==> config.mk <==
export PLATFORM = sky130hd
export DESIGN_NAME = req_2ph_sync_sink
export DESIGN_NICKNAME = d
export VERILOG_FILES = /design/src/rtl/req_2ph_sync_sink.sv
export SDC_FILE = /design/constraint.sdc
export NUM_CORES = 1
export LEC_CHECK = 0
export BUFFER_PORTS_ARGS = -buffer_cell sky130_fd_sc_hd__buf_2
export CORE_MARGIN = 2
export CORE_UTILIZATION = 40
export CTS_CLUSTER_DIAMETER = 80
export DETAILED_ROUTE_END_ITERATION = 16
export PLACE_DENSITY = 0.68
export SYNTH_ARGS = -nofsm -noshare
export SYNTH_HDL_FRONTEND = slang
export SYNTH_SLANG_ARGS = --single-unit
==> constraint.sdc <==
create_clock -name clk -period 3.9 [get_ports clk]
set_clock_uncertainty 0.2 [all_clocks]
set_input_delay 0.39 -clock clk [delete_from_list [all_inputs] [get_ports clk]]
set_output_delay 0.39 -clock clk [all_outputs]
set_load 0.005 [all_outputs]
==> src/rtl/req_2ph_sync_sink.sv <==
// Clocked sink for a 2-phase r/a request channel: each r transition becomes one
// valid/ready event, acknowledged by toggling a. Also counts events and flags protocol errors.
module req_2ph_sync_sink #(
  parameter int SYNC_STAGES = 2,
  parameter int COUNT_W     = 8
) (
  input  logic               clk,
  input  logic               rstn,
  input  logic               r,
  output logic               a,
  output logic               evt_valid,
  input  logic               evt_ready,
  output logic [COUNT_W-1:0] evt_count,
  input  logic               cnt_clr,
  output logic               proto_err
);

  typedef enum logic [1:0] {
    IDLE  = 2'd0,
    VALID = 2'd1,
    ACK   = 2'd2
  } state_t;

  state_t               r_state;
  state_t               w_state_nxt;
  logic [SYNC_STAGES-1:0] r_sync;
  logic                 r_a;
  logic [COUNT_W-1:0]   r_cnt;
  logic                 r_err;
  logic                 w_r_s;
  logic                 w_pending;
  logic                 w_accept;
  logic                 w_violation;

  assign w_r_s     = r_sync[SYNC_STAGES-1];
  assign w_pending = w_r_s ^ r_a;

  // r is asynchronous to clk; only the last synchronizer stage is used downstream.
  always_ff @(posedge clk or negedge rstn) begin
    if (!rstn) begin
      r_sync <= '0;
    end else begin
      r_sync <= {r_sync[SYNC_STAGES-2:0], r};
    end
  end

  always_ff @(posedge clk or negedge rstn) begin
    if (!rstn) begin
      r_state <= IDLE;
    end else begin
      r_state <= w_state_nxt;
    end
  end

  always_comb begin
    w_state_nxt = r_state;
    w_accept    = 1'b0;
    w_violation = 1'b0;
    case (r_state)
      IDLE: begin
        if (w_pending) w_state_nxt = VALID;
      end
      VALID: begin
        if (evt_ready) begin
          w_accept    = 1'b1;
          w_state_nxt = ACK;
        end else if (!w_pending) begin
          // r returned to the acknowledged phase before the handshake
          w_violation = 1'b1;
          w_state_nxt = IDLE;
        end
      end
      ACK: begin
        w_state_nxt = IDLE;
      end
      default: begin
        w_state_nxt = IDLE;
      end
    endcase
  end

  always_ff @(posedge clk or negedge rstn) begin
    if (!rstn) begin
      r_a   <= 1'b0;
      r_cnt <= '0;
      r_err <= 1'b0;
    end else begin
      if (w_accept) r_a <= ~r_a;
      // Clear wins over a same-cycle increment; the event is still acknowledged.
      if (cnt_clr) begin
        r_cnt <= '0;
      end else if (w_accept) begin
        r_cnt <= r_cnt + COUNT_W'(1);
      end
      if (w_violation) r_err <= 1'b1;
    end
  end

  assign a         = r_a;
  assign evt_valid = (r_state == VALID);
  assign evt_count = r_cnt;
  assign proto_err = r_err;

endmodule
==> results list, run 1 <==
* Setup repair after global routing missed its margin: no
- The endpoint identified for the worst register-to-register timing path is evt_count[4].
* Antenna diodes: 0
* Routed length per instance: 13.3 microns
- Skew-Pair Late Insertion Delay: between 0.2 and 0.3 ns
* Number of H-tree branching levels: 1
- Sum of negative setup slack: 0 ns
- PD cells: around 500 nW/um^2
* Starting Density: 0.441
- In the routed layout, each cell is associated on average with a via count of 5.33.
- The detailed router placed 464 vias in this run.
- The first global-routing pass estimated 1700 microns of wire.
* Number of DRC markers after the initial detailed-route iteration: 1
- Worst setup path start: r_state[0]
- In this run the most critical hold path is launched from r_sync[0].
- The critical path runs through a total of 2 cells.
* Class of the most critical hold timing path: reg -> reg
- Final Setup Violations: 0
* Total Routed Length: 1150 microns
- Port-buffer cells: 15
* Final number of hold-violating endpoints: 0
- Cells after synthesis: 52
- The critical path is of the reg -> out type.
* Destination of the critical timing path: evt_valid
* RD Place Congestion: 0.744
- The slowest stage of the critical path belongs to the cell sky130_fd_sc_hd__dfrtp_1.
* # clock sinks: 14
- The floorplan has 13 rows.
- Entering global routing, the biggest net connects 15 pins.
- Max Fclk: between 0.5 and 0.6 GHz
- Antenna violations before repair: 0
* Total routing resource utilization after global routing: 0.140
* WP data arrival: 1.13 ns
* Residual overflow from global routing: 0
- Summed over all nets, the half-perimeter wirelength after detailed placement is 777 microns.
- Die height: roughly 43 microns
- Setup slack on the critical path of the routed design comes to 2.18 ns.
* Synthesized area per cell: 11.5 sq um
- Maxcap violations: 0
- Grouping stages by cell kind, the critical path spends the most delay in flip-flops.
- In this run the horizontal extent of the chip is 42.6 microns.
- P_leak: around 0.36 nW
* IO Count: 16
- Highest cell delay on the worst timing path: between 0.4 and 0.5 ns
- The pre-antenna-repair detailed-routing pass consisted of 4 iterations.
* Nature of the critical path startpoint: flop
* Netlist area before placement: 596 sq um
- Clock tree synthesis inserted a total of 3 buffers.
* Library cell used as clock root buffer: sky130_fd_sc_hd__clkbuf_4
* Drc violations: 0
- Final Slew Violations: 0
* Result of the run: finished, final reports clean
* Placed Cells incl. Taps: 81
- The worst setup path is captured at a primary output.
* Clock Tree Buf Depth: 2
- The number of setup buffers added after CTS is 0.
* Number of synthesized register bits: 14
- Across all hold checks on the routed design, the worst slack comes to 0.161 ns.
- The number of global-route vias before repair was 355.
* Post-route antenna net violation count: 0
- The critical path goes through nor2b_1 -> buf_2.
- Of the cells placed in the final design, the portion with a size suffix greater than 1 is 0.292.
* Layout Area Growth over Synthesis: 24.6%
* Setup Slack @ Placement: 2.27 ns
- Depth of the worst register-to-register path: 4
* Data required time of the worst path: around 3.3 ns
- Final Cycle Share: 0.440
- In this run the register-to-register setup slack is 2.30 ns.
* Highest ir drop seen on vdd: 313 uV
* Net Count, Synth: 58
- Counting both buffers and inverters, the worst setup path holds a total of 1.
- The core region is roughly 1400 sq um.
- Non-filler cells, final: 87
- Startpoint of the lowest-slack register-to-register path: evt_count[0]
- Warnings, synthesis: 0
- Seq/Total Area, Yosys: 0.588
* Slew HR: 0.791
- Clock-pin slew was measured on the worst setup and hold paths at about 0.080 ns.
- TritonCTS built the clock tree.
- The smallest clock period supported by the final layout is computed as 1.72 ns.
* Largest fanout of any net on the critical path: 4
- Die Outline Area: 1810 sq um
- Slew at the pin closest to its max-slew limit: 0.313 ns
* Number of distinct library cells after synthesis: 21
- Number of nets in the final layout: 79
==> worst min-delay path by stage <==
stage              endpoint  depth (start not counted)
2_1_floorplan             a                          0
3_3_place_gp      r_sync[0]                          1
3_5_place_dp      r_sync[0]                          1
4_1_cts           r_sync[0]                          1
5_1_grt        evt_count[7]                          2
6_report          r_sync[1]                          0
==> metrics by stage <==
step	instance area, sq um	power [mW]	utilization
finish	742	0.371	0.550
CTS	732	0.371	0.542
global route	742	0.391	0.550
floorplan	596	0.233	-
detailed placement	686	0.265	0.508
global placement	686	0.265	0.508
==> cells in the final DEF (no fill, tap or decap) <==
master | netlist | routed
sky130_fd_sc_hd__clkbuf_8 | 0 | 1
sky130_fd_sc_hd__nand3_1 | 2 | 2
sky130_fd_sc_hd__nand3b_4 | 1 | 1
sky130_fd_sc_hd__xor2_1 | 2 | 2
sky130_fd_sc_hd__nand2_1 | 4 | 4
sky130_fd_sc_hd__inv_1 | 1 | 1
sky130_fd_sc_hd__nand4_1 | 2 | 2
sky130_fd_sc_hd__dfrtp_1 | 14 | 14
sky130_fd_sc_hd__xnor2_1 | 2 | 2
sky130_fd_sc_hd__or3_1 | 2 | 2
sky130_fd_sc_hd__nor2_1 | 2 | 2
sky130_fd_sc_hd__a211oi_1 | 1 | 1
sky130_fd_sc_hd__ha_1 | 1 | 1
sky130_fd_sc_hd__dlygate4sd3_1 | 0 | 2
sky130_fd_sc_hd__buf_2 | 0 | 15
sky130_fd_sc_hd__o21bai_1 | 1 | 1
sky130_fd_sc_hd__nand4b_1 | 1 | 1
sky130_fd_sc_hd__a21oi_1 | 6 | 6
sky130_fd_sc_hd__nor2b_1 | 1 | 1
sky130_fd_sc_hd__o31ai_1 | 2 | 2
sky130_fd_sc_hd__clkbuf_4 | 0 | 3
sky130_fd_sc_hd__or3_2 | 1 | 1
sky130_fd_sc_hd__o21ai_0 | 3 | 3
sky130_fd_sc_hd__or4_1 | 2 | 2
==> synthesized netlist by cell type <==
library cell | number | area (sq um)
sky130_fd_sc_hd__ha_1 | 1 | 12.5
sky130_fd_sc_hd__nand4b_1 | 1 | 8.76
sky130_fd_sc_hd__nand3b_4 | 1 | 20.0
sky130_fd_sc_hd__nand3_1 | 2 | 10.0
sky130_fd_sc_hd__nor2_1 | 2 | 7.51
sky130_fd_sc_hd__xor2_1 | 2 | 17.5
sky130_fd_sc_hd__nor2b_1 | 1 | 6.26
sky130_fd_sc_hd__o21ai_0 | 3 | 15.0
sky130_fd_sc_hd__or4_1 | 2 | 15.0
sky130_fd_sc_hd__buf_1 | 1 | 3.75
sky130_fd_sc_hd__o31ai_1 | 2 | 15.0
sky130_fd_sc_hd__dfrtp_1 | 14 | 350
sky130_fd_sc_hd__a21oi_1 | 6 | 30.0
sky130_fd_sc_hd__o21bai_1 | 1 | 7.51
sky130_fd_sc_hd__a211oi_1 | 1 | 7.51
sky130_fd_sc_hd__nand4_1 | 2 | 12.5
sky130_fd_sc_hd__or3_2 | 1 | 7.51
sky130_fd_sc_hd__nand2_1 | 4 | 15.0
sky130_fd_sc_hd__xnor2_1 | 2 | 17.5
sky130_fd_sc_hd__inv_1 | 1 | 3.75
sky130_fd_sc_hd__or3_1 | 2 | 12.5
==> timing repair <==
action | CTS | global route
endpoints found under the hold margin | 14 | 1
resized for setup | 0 | 0
hold buffers | 1 | 1
==> report_power, final <==
part / internal (mW) / total [mW] / switching (mW)
registers: 0.165 / 0.188 / 0.0223
logic: 0.0393 / 0.0769 / 0.0376
clock network: 0.0569 / 0.106 / 0.0491
total: 0.262 / 0.371 / 0.109
==> kinds of logic after synthesis <==
kind of cell	after synthesis	share of synthesized area
AOI/OAI and AO/OA	13	0.126
xor gates and xnor gates	4	0.0588
adders and majority gates	1	0.0210
buffers and inverters	2	0.0126
DFF	14	0.588
and+or+nand+nor	18	0.193
==> registers in the layout (all words and copies together), names as in the netlist <==
signal     count
evt_count      8
a              1
r_sync         2
proto_err      1
r_state        2
==> area by class of cell <==
class                   count  area (sq um)
well taps                  15          18.8
clock buffers               4          36.3
fillers                   119           608
flip-flops and latches     14           350
multi-input cells          36           238
inverters                   1          3.75
repair buffers             17          95.1
==> routing by layer <==
| layer | track usage | routed length (microns) |
|---|---|---|
| met5 | 0 | 0 |
| met4 | 0.0938 | 29 |
| met3 | 0.0647 | 45 |
| met2 | 0.182 | 520 |
| met1 | 0.182 | 557 |
Note: power is estimated with default switching activity, not from simulation.
==> inputs of run 2 (changes only) <==
==> constraint.sdc (replaced) <==
create_clock -name clk -period 1.69 [get_ports clk]
set_clock_uncertainty 0.2 [all_clocks]
set_input_delay 0.169 -clock clk [delete_from_list [all_inputs] [get_ports clk]]
set_output_delay 0.169 -clock clk [all_outputs]
set_load 0.005 [all_outputs]
==> results list, run 2 (synthesis results as in run 1) <==
- Total Routed Length: 1230 microns
* Total buffers and inverters traversed by the critical path: 2
- Site Rows: 13
- Register clock-pin slew on the reported worst setup and hold paths: 0.09 ns
* Library cell used as clock root buffer: sky130_fd_sc_hd__clkbuf_4
- Layout Area Growth over Synthesis: 32.1%
- Routed length per instance: 13.3 microns
- Via count of the first global-routing pass: 470
- Number of nets in the final layout: 84
- Floorplan die width: 42.6 microns
- In this run the top signal layer used is met4.
* Global-route wire length before repair: between 2000 and 2500 microns
* Largest fanout of any net on the critical path: 7
- Power spread over the standard cell area amounts to approximately 1100 nW/um^2.
* Die Outline Area: 1810 sq um
* Number of gates on the worst path with buffers counted: 5
- The routed design uses 610 microns of met2 wire.
- Slew HR: 0.794
- The worst register-to-register path begins at evt_count[2].
* Antenna diodes: 0
- Broken down by cell family, the worst path's largest delay share belongs to buffers and inverters.
- In this run the number of H-tree levels came out at 1.
- Cell-by-cell trace of the critical path: dlygate4sd3_1 -> buf_4 -> nand3b_4 -> or4_1 -> a21oi_1
- STA classifies the critical path startpoint as a primary input.
* Result of the run: finished, final reports clean
* Critical path class: in -> reg
- Worst setup path start: evt_ready
* Via count: 471
- Detailed-routed wire length on met3: roughly 50 microns
- For this design the static power due to leakage is 0.378 nW.
- Via count normalized by instance count: 5.12
* Multi-input gate area in the final layout: 238 sq um
- FF-to-FF setup slack: 0.12 ns
- The core region is 1350 sq um.
- Entering global routing, the biggest net connects 15 pins.
- TritonCTS created 3 clock buffers.
- In the finished design, the share of the clock period the worst path needs comes to 0.948.
* Highest cell delay on the worst timing path: 0.53 ns
* Reg2reg end: evt_count[7]
- Starting Density: 0.441
- Number of flip-flops in the largest register: 8
- RD Place Congestion: 0.797
* Clock Tree Buf Depth: 2
- Antenna violations before repair: 0
- CTS tree: yes
* Residual overflow from global routing: 0
- The total count of max-transition violations in the final report is 0.
* Instance area after placement: 686 sq um
* Final design instance area without fill: 787 sq um
- WP data arrival: roughly 1.6 ns
- # clock sinks: 14
- In the final layout, the share of cells above drive strength 1 is 0.312.
* Worst-path cell with the longest stage delay: sky130_fd_sc_hd__dlygate4sd3_1
* Class of the most critical hold timing path: in -> async
* Drc violations: 0
- For this run, the detailed router's first-pass iteration total came to 3.
- Slew at the pin closest to its max-slew limit: 0.309 ns
- The tool flagged a number of max-cap violations equal to 0.
- The clock reaches the later pin of the worst-skew pair after 0.28 ns.
* Sort of element at the end of the critical path: flop
* Post-detail-place hpwl: 823 microns
* Post-route antenna net violation count: 0
- Most used cells in the layout excluding fill and tap cells: sky130_fd_sc_hd__dfrtp_1, sky130_fd_sc_hd__buf_2, sky130_fd_sc_hd__a21oi_1
- At the worst endpoint, the required time is around 1.7 ns.
- Across the whole layout, storage elements account for 350 sq um.
- Number of DRC markers after the initial detailed-route iteration: 5
- The final hold violation count is 0.
* Total routing resource utilization after global routing: 0.155
- The die is between 40 and 50 microns tall.
- For this design the top-level I/O count stands at 16.
- Counting cells, the worst reg-to-reg path comes to 3.
- Setup total negative slack on the finished layout was measured at 0 ns.
- Highest ir drop seen on vdd: 662 uV
* Min Tclk post-route: roughly 1.6 ns
* Max Fclk: ~0.62 GHz
* Port-buffer cells: 15
- FILL cells: around 130
* Setup repair after global routing missed its margin: no
* Detailed-routing wirelength on met1: 556 microns
* Power, Total: 0.877 mW
- Final Setup Violations: 0
==> run 2: cell types whose count changed in the layout (fill, tap and decap cells not counted), sizes merged <==
| cell | delta |
|---|---|
| buf | +3 |
| dlygate4sd3 | +2 |
==> run 2: metal layers <==
layer / GRT usage / vias to the layer above
met3: 0.0603 / 2
met5: 0 / -
met4: 0.0750 / 0
met1: 0.186 / 221
met2: 0.243 / 7
li1: - / 241
==> run 2: area by class of cell <==
class	count	share of cell area
Sequential cell	14	0.445
Clock buffer	4	0.0461
Inverter	1	0.00477
Tap cell	15	0.0238
Timing Repair Buffer	22	0.178
Multi-Input combinational cell	36	0.302
==> run 2: timing repair <==
| item | CTS | global route |
|---|---|---|
| buffers inserted | 0 | 3 |
| hold buffers | 4 | 0 |
| endpoints found under the setup margin | 0 | 2 |
| endpoints found under the hold margin | 25 | 0 |
| resized for setup | 0 | 1 |
==> run 2: report_power, final <==
part	internal [mW]	leakage (nW)	total (mW)	switching (mW)
Clock	0.131	0.0210	0.237	0.106
Combinational	0.117	0.176	0.207	0.0908
Sequential	0.382	0.181	0.433	0.0515
==> run 2: how the worst max path moves through the flow <==
stage                    to  slack, ns
2_1_floorplan  evt_count[5]       0.20
3_3_place_gp   evt_count[5]       0.13
3_5_place_dp   evt_count[7]       0.12
4_1_cts        evt_count[7]       0.02
5_1_grt        evt_count[4]      0.002
6_report       evt_count[7]       0.09
==> run 2: worst register-to-register path: cells and delay by family (launching register included) <==
kind	cells	cell delay, ns
AOI/OAI and AO/OA	1	0.15
and+or+nand+nor	2	0.73
DFF	1	0.42
==> run 2: per-stage QoR <==
step	cells	hold WS, ns	setup WS [ns]	utilization
2_1_floorplan	52	-0.327	0.204	-
3_3_place_gp	81	-0.122	0.133	0.508
3_5_place_dp	81	-0.125	0.118	0.508
4_1_cts	89	0.104	0.0219	0.564
5_1_grt	92	0.146	0.00192	0.583
6_report	92	0.105	0.0886	0.583
==> inputs of run 3 (changes only) <==
--- a/config.mk
+++ b/config.mk
@@ -11,6 +11,7 @@
 export CTS_CLUSTER_DIAMETER = 80
 export DETAILED_ROUTE_END_ITERATION = 16
 export PLACE_DENSITY = 0.68
+export SETUP_SLACK_MARGIN = 0.1
 export SYNTH_ARGS = -nofsm -noshare
 export SYNTH_HDL_FRONTEND = slang
 export SYNTH_SLANG_ARGS = --single-unit
==> results list, run 3 (synthesis results as in run 1) <==
* Result of the run: finished, final reports clean
- In this run the number of H-tree levels came out at 1.
- Layout Area Growth over Synthesis: 36.8%
- Sum of negative setup slack: 0 ns
* Most used cells in the layout excluding fill and tap cells: sky130_fd_sc_hd__buf_2, sky130_fd_sc_hd__dfrtp_1, sky130_fd_sc_hd__a21oi_1, sky130_fd_sc_hd__dlygate4sd3_1
- The final hold violation count came to 0.
- Class of the most critical hold timing path: in -> async
- The analysis attributes to cell leakage a power of 0.389 nW.
* Site Rows: 13
- Post-detail-place hpwl: 823 microns
* Most common cell after layout, fill and taps aside: sky130_fd_sc_hd__buf_2
- The number of antenna diodes in the final layout is 0.
- Port-buffer cells: 15
* Drc violations: 0
* Clock Tree Buf Depth: 2
* Via count: 493
* # clock sinks: 14
- Register clock-pin slew on the reported worst setup and hold paths: 0.09 ns
* Min Tclk post-route: 1.52 ns
- Overall power consumption after layout is estimated at slightly below 0.9 mW.
- The tree is rooted in a sky130_fd_sc_hd__clkbuf_4.
- The congestion estimate from routability-driven global placement came to 0.797.
- Entering global routing, the biggest net connects 15 pins.
* Setup repair after global routing missed its margin: no
- The worst pin sits at a relative slew slack of 0.794.
* Core ar.: between 1000 and 1500 sq um
- Largest fanout of any net on the critical path: 5
* Via count of the first global-routing pass: 478
- CTS tree: yes
- Skew-Pair Late Insertion Delay: 0.28 ns
- Derived from the worst setup path, the maximum achievable clock frequency is 0.659 GHz.
- Of the total power, the share spent switching nets is 0.290.
- Combinational share of power: 0.237
- The worst setup path is of the reg -> reg kind.
- IO Count: 16
- The first global-routing pass estimated 2060 microns of wire.
- Cts bufs inserted: 3
- The total overflow left after global routing is 0.
- Counting cells, the worst reg-to-reg path comes to 3.
- Final Slew Violations: 0
- Across the run, the number of max-cap violations was 0.
- Of the cells placed in the final design, the portion with a size suffix greater than 1 is 0.354.
- After detailed routing, the average wire length per cell comes to 13.6 microns.
- Measured along the y axis, the die boundary spans 42.6 microns.
- In this run, the number of DRC markers left after iteration 0 of detailed routing was 5.
- Setup violations remaining at the end of the flow were counted as 0.
- WP data arrival: approximately 1.5 ns
* Highest ir drop seen on vdd: 665 uV
* Final Cycle Share: 0.898
* Sort of element at the end of the critical path: flop
* Die Outline Area: roughly 1800 sq um
* Nature of the critical path startpoint: flop
- Internal power summed over all cells: 0.631 mW
* Iteration count of the initial detailed-routing pass: 4
- Floorplan die width: 42.6 microns
- For the pin with the worst max-slew slack, the measured transition is 0.309 ns.
- The analysis attributes to net switching a power of 0.257 mW.
* Number of flip-flops in the largest register: 8
* PD cells: 1090 nW/um^2
* Post-route antenna net violation count: 0
* Number of nets in the final layout: 86
- For this run, the total global-route usage over all layers was measured as 0.159.
- Summed over all layers, the routed wires come to roughly 1300 microns.
- For this configuration, the core starts out at a cell density of 0.441.
- Via count normalized by instance count: 5.24
* Antenna violations before repair: 0
- The share of total power dissipated in the clock network is 0.273.
- Sequential Power Share: 0.489
- Data required time of the worst path: roughly 1.7 ns
run 3: area by class of cell:
type | instances | area (sq um)
sequential | 14 | 350
tap | 15 | 18.8
multi-input combinational | 36 | 250
inverter | 1 | 3.75
fill | 122 | 536
clock buffer | 4 | 36.3
timing repair buffer | 24 | 155
run 3: what timing repair did:
| item | in CTS | in global routing |
|---|---|---|
| hold buffers | 5 | 0 |
| endpoints found under the hold margin | 25 | 0 |
| pin swaps | 0 | 1 |
| gates resized for setup | 0 | 3 |
| setup buffers | 1 | 3 |
| cloned | 0 | 0 |
| setup endpoints to repair | 1 | 4 |
run 3: critical path, cell delays in order (launching register included):
cell	delay (ns)
sky130_fd_sc_hd__dfrtp_1	0.41
sky130_fd_sc_hd__nand3b_4	0.19
sky130_fd_sc_hd__or4_1	0.50
sky130_fd_sc_hd__a21oi_1	0.15
run 3: worst paths after layout:
kind	startpoint	slack (ns)	endpoint
max in group asynchronous	rstn	0.95	evt_count[0]
min	rstn	0.1	evt_count[5]
min reg2reg	r_sync[0]	0.16	r_sync[1]
max	r_state[1]	0.17	evt_count[5]
max reg2reg	r_state[1]	0.17	evt_count[5]
min in group clk	evt_ready	0.10	evt_count[3]
run 3: through the flow:
stage	setup slack, ns	instance area [sq um]	instances	hold WS [ns]	util
6_report	0.172	815	94	0.0995	0.603
5_1_grt	0.0905	815	94	0.114	0.603
4_1_cts	0.120	779	91	0.104	0.577
3_5_place_dp	0.118	686	81	-0.125	0.508
3_3_place_gp	0.133	686	81	-0.122	0.508
2_1_floorplan	0.204	596	52	-0.327	-
run 3: routing by layer:
metal	GRT usage	vias to the layer above	wire [microns]
met5	0	-	0
met1	0.194	234	547
met3	0.0603	5	58
met4	0.0750	0	50
met2	0.246	10	622
li1	-	244	-
run 3: power by group through the flow:
stage | Sequential [mW] | Combinational [mW] | Clock (mW)
after floorplan | 0.434 | 0.104 | 0
after global placement | 0.438 | 0.172 | 0
after detailed placement | 0.439 | 0.174 | 0
after CTS | 0.433 | 0.195 | 0.247
after global routing | 0.444 | 0.239 | 0.263
final | 0.435 | 0.211 | 0.243
